==> config.mk <==
export PLATFORM = sky130hd
export DESIGN_NAME = tmds_chan_decoder
export DESIGN_NICKNAME = d
export VERILOG_FILES = /design/src/rtl/tmds_pkg.sv /design/src/rtl/tmds_word_dec.sv /design/src/rtl/tmds_chan_decoder.sv
export SDC_FILE = /design/constraint.sdc
export NUM_CORES = 1
export LEC_CHECK = 0
export BUFFER_PORTS_ARGS = -buffer_cell sky130_fd_sc_hd__buf_4
export CAP_MARGIN = 10
export CELL_PAD_IN_SITES_DETAIL_PLACEMENT = 0
export CELL_PAD_IN_SITES_GLOBAL_PLACEMENT = 1
export CORE_ASPECT_RATIO = 0.8
export CORE_UTILIZATION = 50
export DETAILED_ROUTE_END_ITERATION = 10
export PLACE_DENSITY = 0.84
export REMOVE_ABC_BUFFERS = 1
export SYNTH_ARGS = -nofsm -noshare
export SYNTH_HDL_FRONTEND = slang
export SYNTH_HIERARCHICAL = 1
export SYNTH_SLANG_ARGS = --single-unit
==> constraint.sdc <==
create_clock -name pclk -period 2.63 [get_ports pclk]
set_input_delay 0.526 -clock pclk [delete_from_list [all_inputs] [get_ports pclk]]
set_output_delay 0.526 -clock pclk [all_outputs]
set_load 0.005 [all_outputs]
==> src/rtl/tmds_pkg.sv <==
`default_nettype none
// tmds_pkg: TMDS control-token table, alignment state encoding and token matcher.
// Shared by the channel decoder and the channel encoder.
package tmds_pkg;

    localparam logic [9:0] CTKN_00 = 10'b1101010100;
    localparam logic [9:0] CTKN_01 = 10'b0010101011;
    localparam logic [9:0] CTKN_10 = 10'b0101010100;
    localparam logic [9:0] CTKN_11 = 10'b1010101011;

    typedef enum logic [1:0] {
        ST_SEARCH = 2'd0,
        ST_SLIP   = 2'd1,
        ST_SETTLE = 2'd2,
        ST_LOCKED = 2'd3
    } align_state_t;

    // Returns {hit, c1, c0}; c bits are zero when the word is not a token.
    function automatic logic [2:0] is_ctkn(input logic [9:0] word);
        logic [2:0] r;
        case (word)
            CTKN_00: r = 3'b100;
            CTKN_01: r = 3'b101;
            CTKN_10: r = 3'b110;
            CTKN_11: r = 3'b111;
            default: r = 3'b000;
        endcase
        return r;
    endfunction

endpackage
`default_nettype wire

==> src/rtl/tmds_word_dec.sv <==
`default_nettype none
// tmds_word_dec: combinational decode of one aligned 10-bit TMDS word.
// Tokens give c1/c0 with vde=0; every other word is treated as video.
module tmds_word_dec
    import tmds_pkg::*;
(
    input  logic [9:0] word,
    output logic       vde,
    output logic       c1,
    output logic       c0,
    output logic [7:0] dout
);

    logic [2:0] tok;
    logic [7:0] d;

    always_comb begin
        tok  = is_ctkn(word);
        d    = word[9] ? ~word[7:0] : word[7:0];
        vde  = ~tok[2];
        c1   = tok[1];
        c0   = tok[0];
        dout = 8'd0;
        if (!tok[2]) begin
            dout[0] = d[0];
            // word[8] records whether the encoder chained with XOR or XNOR
            for (int i = 1; i < 8; i++) begin
                dout[i] = word[8] ? (d[i] ^ d[i-1]) : ~(d[i] ^ d[i-1]);
            end
        end
    end

endmodule
`default_nettype wire

==> src/rtl/tmds_chan_decoder.sv <==
`default_nettype none
// tmds_chan_decoder: one TMDS receive channel. Finds word alignment from control-token
// runs (driving bitslip), then decodes pixels and sync bits with a 2-cycle pipeline.
module tmds_chan_decoder
    import tmds_pkg::*;
#(
    parameter int CTKN_RUN   = 128,
    parameter int SEARCH_TO  = 4096,
    parameter int SETTLE_CYC = 16,
    parameter int LOSS_TO    = 4096
) (
    input  logic       pclk,
    input  logic       rstin_,
    input  logic [9:0] sdata,
    output logic       bitslip,
    output logic       aligned,
    output logic [3:0] slip_cnt,
    output logic [7:0] dout,
    output logic       c0,
    output logic       c1,
    output logic       vde
);

    localparam int RUN_W = (CTKN_RUN   > 1) ? $clog2(CTKN_RUN)   : 1;
    localparam int SRCH_W = (SEARCH_TO > 1) ? $clog2(SEARCH_TO)  : 1;
    localparam int STL_W = (SETTLE_CYC > 1) ? $clog2(SETTLE_CYC) : 1;
    localparam int GAP_W = (LOSS_TO    > 1) ? $clog2(LOSS_TO)    : 1;

    localparam logic [RUN_W-1:0]  RUN_LAST  = RUN_W'(CTKN_RUN - 1);
    localparam logic [SRCH_W-1:0] SRCH_LAST = SRCH_W'(SEARCH_TO - 1);
    localparam logic [STL_W-1:0]  STL_LAST  = STL_W'(SETTLE_CYC - 1);
    localparam logic [GAP_W-1:0]  GAP_LAST  = GAP_W'(LOSS_TO - 1);

    align_state_t      state, state_nx;
    logic [2:0]        tok_now;
    logic [RUN_W-1:0]  run_cnt;
    logic [SRCH_W-1:0] srch_cnt;
    logic [STL_W-1:0]  settle_cnt;
    logic [GAP_W-1:0]  gap_cnt;

    assign tok_now = is_ctkn(sdata);

    always_ff @(posedge pclk or negedge rstin_) begin
        if (!rstin_) state <= ST_SEARCH;
        else         state <= state_nx;
    end

    always_comb begin
        state_nx = state;
        case (state)
            ST_SEARCH: begin
                // A completed token run wins over a coincident search timeout
                if (tok_now[2] && run_cnt == RUN_LAST) state_nx = ST_LOCKED;
                else if (srch_cnt == SRCH_LAST)         state_nx = ST_SLIP;
            end
            ST_SLIP:   state_nx = ST_SETTLE;
            ST_SETTLE: if (settle_cnt == STL_LAST) state_nx = ST_SEARCH;
            ST_LOCKED: if (!tok_now[2] && gap_cnt == GAP_LAST) state_nx = ST_SEARCH;
            default:   state_nx = ST_SEARCH;
        endcase
    end

    always_ff @(posedge pclk or negedge rstin_) begin
        if (!rstin_) begin
            run_cnt    <= '0;
            srch_cnt   <= '0;
            settle_cnt <= '0;
            gap_cnt    <= '0;
            slip_cnt   <= 4'd0;
            bitslip    <= 1'b0;
            aligned    <= 1'b0;
        end else begin
            if (state == ST_SEARCH && state_nx == ST_SEARCH) begin
                run_cnt  <= !tok_now[2] ? '0 : (run_cnt == '1) ? run_cnt : run_cnt + 1'b1;
                srch_cnt <= (srch_cnt == '1) ? srch_cnt : srch_cnt + 1'b1;
            end else begin
                run_cnt  <= '0;
                srch_cnt <= '0;
            end
            if (state == ST_SETTLE && state_nx == ST_SETTLE && settle_cnt != '1)
                settle_cnt <= settle_cnt + 1'b1;
            else if (state != ST_SETTLE || state_nx != ST_SETTLE)
                settle_cnt <= '0;
            if (state == ST_LOCKED && state_nx == ST_LOCKED && !tok_now[2])
                gap_cnt <= (gap_cnt == '1) ? gap_cnt : gap_cnt + 1'b1;
            else
                gap_cnt <= '0;
            if (state_nx == ST_SLIP)
                slip_cnt <= (slip_cnt >= 4'd9) ? 4'd0 : slip_cnt + 4'd1;
            bitslip <= (state_nx == ST_SLIP);
            aligned <= (state_nx == ST_LOCKED);
        end
    end

    // Decode pipeline: stage 1 captures the raw word, stage 2 decodes and gates.
    logic [9:0] s1_word;
    logic [2:0] s1_tok;
    logic [1:0] c_last;
    logic       dec_vde, dec_c1, dec_c0;
    logic [7:0] dec_dout;

    always_ff @(posedge pclk or negedge rstin_) begin
        if (!rstin_) begin
            s1_word <= 10'd0;
            s1_tok  <= 3'd0;
        end else begin
            s1_word <= sdata;
            s1_tok  <= tok_now;
        end
    end

    tmds_word_dec u_word_dec (
        .word (s1_word),
        .vde  (dec_vde),
        .c1   (dec_c1),
        .c0   (dec_c0),
        .dout (dec_dout)
    );

    always_ff @(posedge pclk or negedge rstin_) begin
        if (!rstin_) begin
            c_last <= 2'b00;
            dout   <= 8'd0;
            vde    <= 1'b0;
            c1     <= 1'b0;
            c0     <= 1'b0;
        end else begin
            if (s1_tok[2]) c_last <= s1_tok[1:0];
            if (!aligned) begin
                dout <= 8'd0;
                vde  <= 1'b0;
                c1   <= 1'b0;
                c0   <= 1'b0;
            end else if (dec_vde) begin
                dout     <= dec_dout;
                vde      <= 1'b1;
                {c1, c0} <= c_last;
            end else begin
                dout <= 8'd0;
                vde  <= 1'b0;
                c1   <= dec_c1;
                c0   <= dec_c0;
            end
        end
    end

endmodule
`default_nettype wire

==> metrics, run 1 <==
Worst EP required=2.86 ns; Final WS setup=a little under 0.7 ns; Pins Over Slew Limit=0; count leader, synth=dfrtp_1; number of vias per cell=5.28; number of flops mapped to enable cells by yosys=0; worst hold path class=input pin to async pin; # setup viols final=0; Mapped Cells=~300; Hold Buf Count CTS=0; most frequent cells after synthesis=dfrtp_1, nor2_1, xnor2_1, xor2_1, and3_1; hold slack=0.286 ns; final worst-path cycle share=about three quarters; crit path max fanout=5; GRT overflow=0; I/O Buffers=28; R2R depth=5; Detailed Routing Iterations Pass 1=4; first-pass GRT wire length=10100 um; Rel. slew slack=a little under half; Via Count=roughly 2200; sequential cell area=about 1700 um^2; outcome=completed; DP HPWL=about 3900 um; Multi-input gate area=approximately 1400 um^2; Mapped Area=about 3200 um^2; fin crit period=slightly below 2 ns; Seq/Total Area, Yosys=roughly 53%; Num CTS Buffers=9; clk sinks=69; Critical Path End Type=flop; Slowest-stage cell, CP=dfrtp_1; setup TNS=0 ns; Async SR Flop Fraction=100%; Root Driver=clkbuf_8; FF-to-FF setup slack=approximately 0.7 ns; RSZ-0062 raised after global routing=false; Total GRT Usage=between 10% and 20%; vias in the first global route=approximately 2100; H-Tree Depth=3; number of setup buffers added after CTS=0; startpoint types=flop; Mean Syn Cell Area=~11 um^2; Layout Nets=between 300 and 400; Placer Congestion=0.797; die span in y=roughly 74 um; share of layout cells above drive strength 1=between 10% and 20%; Site Rows=25; VDD IR max=just over 0.0003 V; Crit Path Class=flop to flop; WP data arrival=roughly 2.2 ns; Wirelength per Cell=about 14 um; cell chain of the critical path=ha_1 -> nand4_1 -> or3_4 -> nor3_1 -> mux2_2; DR iter-0 viols=82; synth warn=6; Top Ports=29; n_diodes=0; reg2reg end=slip_cnt[0]; final wirelength=approximately 5600 um; max_cap viols=0; CP delay by family, top=simple AND/OR/NAND/NOR gates; final core utilization=around three fifths; Main synth FF type=dfrtp_1; CP startpoint=srch_cnt[0]; Die W=between 90 and 100 um; Layout Skew=between 0.005 and 0.006 ns; pre-CTS WS=roughly 0.54 ns; initial antenna violation count=0; synth top area cells=dfrtp_1, nor2_1, xnor2_1; Buf/Inv on CP=0; Tightest Pin Transition=around 0.8 ns; Area Overhead vs Synth=14.5%; max frequency=516 MHz; Core ar.=6070 um^2; die area=between 6000 and 7000 um^2; clock latency on the worst-skew pair=around 0.34 ns; Initial Util=about 53%; # fillers=a little over 500; Leak Pwr=between 0.0015 and 0.002 uW; CTS tree=yes; Reg clk slew, reported paths=about 0.070 ns; area leader, netlist=dfrtp_1; Final Hold Fails=0; post-synth top area share=a little over half; Resized cells post-CTS=0; clock tree buffer depth=2; # DRC=0; pwr dens=544 nW/um^2; origin of the critical flop-to-flop path=srch_cnt[0]; Routed Antenna Nets=0; largest net degree at the start of global routing=70; Largest stage delay, worst path=between 0.3 and 0.4 ns; #FFs+latches synth=slightly below 70; Unique masters post-synth=54
## cell families (layout without fill, tap and decap cells)
family                     count (synthesis)  in the layout  synth area share (%)
AOI/OAI and AO/OA                         31             31                  6.66
and+or+nand+nor                          132            132                  23.7
adders and majority gates                  7              7                  2.71
muxes                                      9              9                  2.94
DFF                                       69             69                  53.4
buffers and inverters                     15             50                  1.90
xor gates and xnor gates                  32             32                  8.67
## power by group
part | switching, uW | total (uW) | internal, uW
clock | 363 | 849 | 486
combinational | 42.6 | 77.9 | 35.3
sequential | 17.8 | 1090 | 1070
total | 424 | 2010 | 1590
## layout make-up
class | count | share of cell area, %
sequential | 69 | 46.7
multi-input combinational | 211 | 39.0
timing repair buffer | 28 | 5.68
clock buffer | 14 | 4.39
tap | 81 | 2.74
clock inverter | 1 | 0.811
inverter | 7 | 0.710
## metal layers
metal  part of all wire (%)  wire, um  GRT usage [%]  vias to the layer above
met4                    2.0       114           9.38                        0
met3                    3.6       204           5.69                        8
li1                       -         -              -                     1093
met5                      0         0              0                        -
met2                     43      2430           29.4                       31
met1                     51      2890           26.2                     1039
## flip-flops by register name, indices dropped and copies added (netlist names), 2 cells and up
signal / count
s1_tok: 3
c_last: 2
srch_cnt: 12
slip_cnt: 4
s1_word: 10
run_cnt: 7
settle_cnt: 4
gap_cnt: 12
dout: 8
state: 2
## how the worst max path moves through the flow
stage                  end  slack [ns]  cells after the start
2_1_floorplan  slip_cnt[0]        0.87                      6
3_3_place_gp   slip_cnt[0]        0.59                      6
3_5_place_dp   slip_cnt[0]        0.54                      6
4_1_cts        slip_cnt[0]        0.69                      5
5_1_grt        slip_cnt[0]        0.58                      6
6_report       slip_cnt[0]        0.69                      5
## metrics by stage
stage	cells	instance area (um^2)	power, uW
6_report	411	3700	2010
5_1_grt	411	3700	2100
4_1_cts	411	3700	2050
3_5_place_dp	396	3510	1190
3_3_place_gp	396	3510	1190
2_1_floorplan	287	3200	1140
## layout by cell type, fill, tap and decap left out, types with 2 or more instances in the layout
cell type and n:
nor4_4 2, nand2b_1 8, a31oi_1 2, nor3b_1 2, o311ai_0 3, mux2_2 3
xnor2_1 16, clkbuf_8 11, nor2b_1 2, and3_1 14, nand2_1 12, nor2_1 48
xor2_1 16, mux2i_1 5, ha_1 7, dfrtp_1 69, clkbuf_1 3, a21oi_1 3
o21ai_0 7, nand4_1 8, and4_1 2, a22oi_1 3, buf_4 28, nor3_1 5
o211ai_1 3, inv_1 7, nand3_1 13
Note: power is estimated with default switching activity, not from simulation.
==> inputs of run 2 (changes only) <==
--- a/config.mk
+++ b/config.mk
@@ -10,9 +10,9 @@
 export CELL_PAD_IN_SITES_DETAIL_PLACEMENT = 0
 export CELL_PAD_IN_SITES_GLOBAL_PLACEMENT = 1
 export CORE_ASPECT_RATIO = 0.8
-export CORE_UTILIZATION = 50
+export CORE_UTILIZATION = 42
 export DETAILED_ROUTE_END_ITERATION = 10
-export PLACE_DENSITY = 0.84
+export PLACE_DENSITY = 0.76
 export REMOVE_ABC_BUFFERS = 1
 export SYNTH_ARGS = -nofsm -noshare
 export SYNTH_HDL_FRONTEND = slang
==> constraint.sdc (replaced) <==
create_clock -name pclk -period 1.65 [get_ports pclk]
set_input_delay 0.33 -clock pclk [delete_from_list [all_inputs] [get_ports pclk]]
set_output_delay 0.33 -clock pclk [all_outputs]
set_load 0.005 [all_outputs]
==> run 2 against run 1 <==
  * Clock power up 58%
  * The flow now finishes with violations (negative setup slack)
  * First-iteration DRC count up 4.9%
  * Global-route usage down 1.0 points
  * Sequential power up 58%
  * Sequential cell count unchanged
  * Non-clock buffer count up 62
  * Clock-buffer cell count down 2
  * Total power up 61%
==> metrics, run 2 (synthesis gave the netlist of run 1 again) <==
largest net degree at the start of global routing=70; Area Overhead vs Synth=32.0%; top flop regs=gap_cnt x12, srch_cnt x12, s1_word x10; die area=between 8000 and 9000 um^2; Top Ports=29; first-pass GRT wire length=approximately 11000 um; Routed Antenna Nets=0; Wirelength per Cell=~13 um; Sw Pwr=between 700 and 800 uW; final worst-path cycle share=104%; Net Sw Frac=~22%; Core ar.=roughly 7400 um^2; fin crit period=about 1.7 ns; worst hold path class=input pin to flop; Pins Over Slew Limit=0; crit path max fanout=4; Leak Pwr=between 0.002 and 0.0025 uW; hold slack=approximately 0.11 ns; share of layout cells above drive strength 1=31.3%; Crit Path Class=flop to flop; commonest non-fill, non-tap cell in the layout=buf_4; Combinational Power Share=under 10%; Placer Congestion=slightly below 0.8; Root Driver=clkbuf_8; Post-Place Cells=479; initial antenna violation count=0; max frequency=between 500 and 600 MHz; VDD IR max=0.000424 V; max_cap viols=0; # setup viols final=2; non-filler instance count after layout=around 500; startpoint types=flop; Detailed Routing Iterations Pass 1=4; die span in y=80.5 um; Worst EP required=1.92 ns; Via Count=2396; clock tree buffer depth=2; Tightest Pin Transition=0.389 ns; Layout Skew=between 0.007 and 0.008 ns; sequential share of power=between 50% and 60%; I/O Buffers=28; GRT overflow=0; failing checks=negative setup slack; Total GRT Usage=a little under a fifth; number of vias per cell=4.81; cell internal pwr=between 2000 and 3000 uW; n_diodes=0; Reg clk slew, reported paths=~0.070 ns; Initial Util=43.5%; Final Hold Fails=0; clk sinks=69; DP HPWL=about 4500 um; CTS tree=yes; DR iter-0 viols=between 80 and 90; Site Rows=28; Rel. slew slack=about 74%; vias in the first global route=approximately 2400; WP data arrival=2.00 ns; Power, Total=3240 uW; Final WS setup=-0.0732 ns; clock network power share=between 40% and 50%; pwr dens=~760 nW/um^2; Layout Nets=~400; commonest cells after routing, fill and taps aside=buf_4, dfrtp_1, nor2_1; Critical Path End Type=flop; # DRC=0; Die W=100 um; Num CTS Buffers=9; clock latency on the worst-skew pair=0.34 ns; H-Tree Depth=3; final wirelength=around 6300 um; outcome=finished with violations; RSZ-0062 raised after global routing=true; # fillers=about 660
## run 2: cell count changes in the layout (fill, tap and decap cells not counted), moves of 2 or more
cell / before / now
buf_12: 0 / 2
nor3_1: 5 / 3
nand2_4: 0 / 2
clkinv_2: 0 / 2
nand2_1: 12 / 10
buf_4: 28 / 87
## run 2: worst max-delay path, cell delays in order, from the launching register on
cell     delay [ns]
dfrtp_1        0.36
ha_1           0.17
nand4_1        0.11
or3_4          0.38
or4b_4         0.52
o21ai_2        0.12
## run 2: path summary, 6_finish.rpt
path,from,end,slack [ns],depth (start not counted)
min in group asynchronous,rstin_,dout[7],0.54,3
max,srch_cnt[0],slip_cnt[2],-0.07,5
max reg2reg,srch_cnt[0],slip_cnt[2],-0.07,5
max in group asynchronous,rstin_,s1_tok[2],0.82,3
min,sdata[7],s1_word[7],0.11,1
min reg2reg,s1_tok[0],c_last[0],0.49,1
## run 2: layer usage
layer	vias to the layer above	track usage [%]	routed length, um
li1	1216	-	-
met1	1139	25.5	3230
met4	0	6.81	57
met3	6	4.96	221
met2	35	27.8	2770
met5	-	0	0
## run 2: through the flow
stage	util (%)	TNS, ns	area [um^2]	setup slack, ns
after CTS	56.8	-0.147	4220	-0.0755
after global placement	53.9	-1.35	4010	-0.106
after floorplan	-	-0.157	3200	-0.106
after detailed placement	53.9	-1.73	4010	-0.169
final	57.4	-0.111	4270	-0.0732
after global routing	57.4	-0.403	4270	-0.172
## run 2: area by class of cell
class | count | area, um^2 | share of cell area [%]
Tap cell | 105 | 131 | 3.08
Multi-Input combinational cell | 211 | 1490 | 34.8
Clock buffer | 12 | 145 | 3.40
Sequential cell | 69 | 1730 | 40.5
Inverter | 7 | 26.3 | 0.616
Clock inverter | 4 | 47.5 | 1.11
Timing Repair Buffer | 90 | 703 | 16.5
## run 2: power by group through the flow
| stage | clock network (uW) | registers (uW) | logic, uW |
|---|---|---|---|
| after global routing | 1470 | 1720 | 203 |
| after global placement | 0 | 1750 | 177 |
| after CTS | 1400 | 1720 | 182 |
| final | 1340 | 1720 | 179 |
| after floorplan | 0 | 1760 | 61.5 |
| after detailed placement | 0 | 1750 | 180 |
## run 2: repair_timing
action	CTS	global route
buffers inserted	1	1
pin swaps	1	1
hold buffers	1	0
endpoints found under the hold margin	48	0
setup endpoints to repair	2	26
gates resized for setup	1	10
==> inputs of run 3 (changes only) <==
--- a/config.mk
+++ b/config.mk
@@ -10,10 +10,11 @@
 export CELL_PAD_IN_SITES_DETAIL_PLACEMENT = 0
 export CELL_PAD_IN_SITES_GLOBAL_PLACEMENT = 1
 export CORE_ASPECT_RATIO = 0.8
-export CORE_UTILIZATION = 42
+export CORE_UTILIZATION = 47
 export DETAILED_ROUTE_END_ITERATION = 10
-export PLACE_DENSITY = 0.76
+export PLACE_DENSITY = 0.8
 export REMOVE_ABC_BUFFERS = 1
+export SKIP_CTS_REPAIR_TIMING = 1
 export SYNTH_ARGS = -nofsm -noshare
 export SYNTH_HDL_FRONTEND = slang
 export SYNTH_HIERARCHICAL = 1
==> constraint.sdc (replaced) <==
create_clock -name pclk -period 1.9 [get_ports pclk]
set_input_delay 0.38 -clock pclk [delete_from_list [all_inputs] [get_ports pclk]]
set_output_delay 0.38 -clock pclk [all_outputs]
set_load 0.005 [all_outputs]
==> run 3 against run 2 <==
  * The run now ends clean
  * Global-route usage is 0.90 points lower
  * Routed wire length is 11% lower
  * Sequential cell count stayed put
  * Register-to-register slack better by 0.19 ns
  * Non-clock buffer count is 50 lower
  * Sequential share of layout area is 4.3 points higher
  * Critical path type unchanged
==> metrics, run 3 (synthesis gave the netlist of run 1 again) <==
Power, Total=about 3000 uW; Multi-input gate area=between 1000 and 1500 um^2; max_cap viols=0; clock tree buffer depth=2; Layout Skew=between 0.007 and 0.008 ns; final wirelength=approximately 5600 um; WP data arrival=a little over 2 ns; Num CTS Buffers=9; commonest cells after routing, fill and taps aside=dfrtp_1, nor2_1, buf_4; share of layout cells above drive strength 1=approximately a fifth; crit path max fanout=5; Area Overhead vs Synth=19.4%; Initial Util=49.7%; Buf/Inv on CP=0; clk sinks=between 60 and 70; Critical Path End Type=flop; # setup viols final=0; top flop regs=gap_cnt x12, srch_cnt x12, s1_word x10; worst hold path class=input pin to async pin; number of vias per cell=roughly 5.2; RSZ-0062 raised after global routing=false; Leak Pwr=~0.0018 uW; Reg clk slew, reported paths=0.07 ns; Layout Nets=357; Site Rows=26; Core ar.=around 6500 um^2; Final Hold Fails=0; Tightest Pin Transition=just under 0.6 ns; Die W=roughly 95 um; final worst-path cycle share=between 90% and 100%; Crit Path Class=flop to flop; Rel. slew slack=60.5%; DP HPWL=between 3000 and 4000 um; I/O Buffers=28; CTS tree=yes; # DRC=0; clock latency on the worst-skew pair=0.34 ns; final core utilization=between 50 and 60%; initial antenna violation count=0; Slowest-stage cell, CP=or4b_4; n_diodes=0; first-pass GRT wire length=approximately 9800 um; startpoint types=flop; Root Driver=clkbuf_8; VDD IR max=0.000414 V; Via Count=about 2200; H-Tree Depth=3; DR iter-0 viols=70; pwr dens=between 700 and 800 nW/um^2; # fillers=between 500 and 600; Detailed Routing Iterations Pass 1=4; fin crit period=about 1.8 ns; max frequency=~560 MHz; largest net degree at the start of global routing=70; Routed Antenna Nets=0; sequential cell area=roughly 1700 um^2; Largest stage delay, worst path=about 0.52 ns; vias in the first global route=between 2000 and 2500; Worst EP required=around 2.2 ns; die span in y=roughly 76 um; Wirelength per Cell=13.1 um; die area=approximately 7200 um^2; Total GRT Usage=between 15 and 20%; Placer Congestion=0.780; setup TNS=0 ns; CP delay by family, top=simple AND/OR/NAND/NOR gates; commonest non-fill, non-tap cell in the layout=dfrtp_1; GRT overflow=0; cell chain of the critical path=ha_1 -> nand4_1 -> or3_4 -> or4b_4 -> o21ai_2; Top Ports=29; outcome=completed; Pins Over Slew Limit=0
run 3: cell types whose count changed in the layout (fill, tap and decap cells not counted), sizes merged:
cell,delta
clkinv,+2
bufinv,+2
buf,-49
clkinvlp,-1
dlygate4sd3,-1
clkbuf,-3
run 3: through the flow:
stage / setup slack, ns / hold slack (ns) / instance area (um^2) / instances
2_1_floorplan: 0.144 / 0.0844 / 3200 / 287
3_3_place_gp: 0.0934 / 0.415 / 3610 / 411
3_5_place_dp: 0.0442 / 0.419 / 3610 / 411
4_1_cts: 0.0389 / 0.0437 / 3850 / 427
5_1_grt: 0.0243 / 0.0506 / 3860 / 427
6_report: 0.116 / 0.0436 / 3860 / 427
run 3: power by group:
part / total, uW / internal, uW / switching, uW / leakage, uW
clock network: 1410 / 867 / 539 / 0.000123
registers: 1500 / 1480 / 19.3 / 0.000921
logic: 122 / 56.2 / 66.3 / 0.000761
run 3: layout make-up:
type,instances,share of cell area [%]
sequential,69,44.8
inverter,7,0.681
multi-input combinational,211,37.6
tap,84,2.72
timing repair buffer,40,8.11
clock buffer,9,3.21
clock inverter,7,2.95
run 3: path summary, 6_finish.rpt:
check                             from          end  slack [ns]  cells past startpoint
setup reg to reg           srch_cnt[0]  slip_cnt[2]        0.12                      5
hold / removal                  rstin_      dout[7]        0.04                      2
min in group pclk             sdata[5]   s1_word[5]        0.16                      1
max in group asynchronous       rstin_  slip_cnt[0]        1.58                      2
setup / recovery           srch_cnt[0]  slip_cnt[2]        0.12                      5
hold reg to reg             run_cnt[0]   run_cnt[0]        0.46                      1
run 3: layer usage:
metal | vias up | track usage, % | routed length (um)
met5 | - | 0 | 0
met2 | 44 | 23.4 | 2260
met4 | 0 | 7.12 | 73
met3 | 7 | 5.19 | 268
li1 | 1122 | - | -
met1 | 1052 | 26.4 | 3000
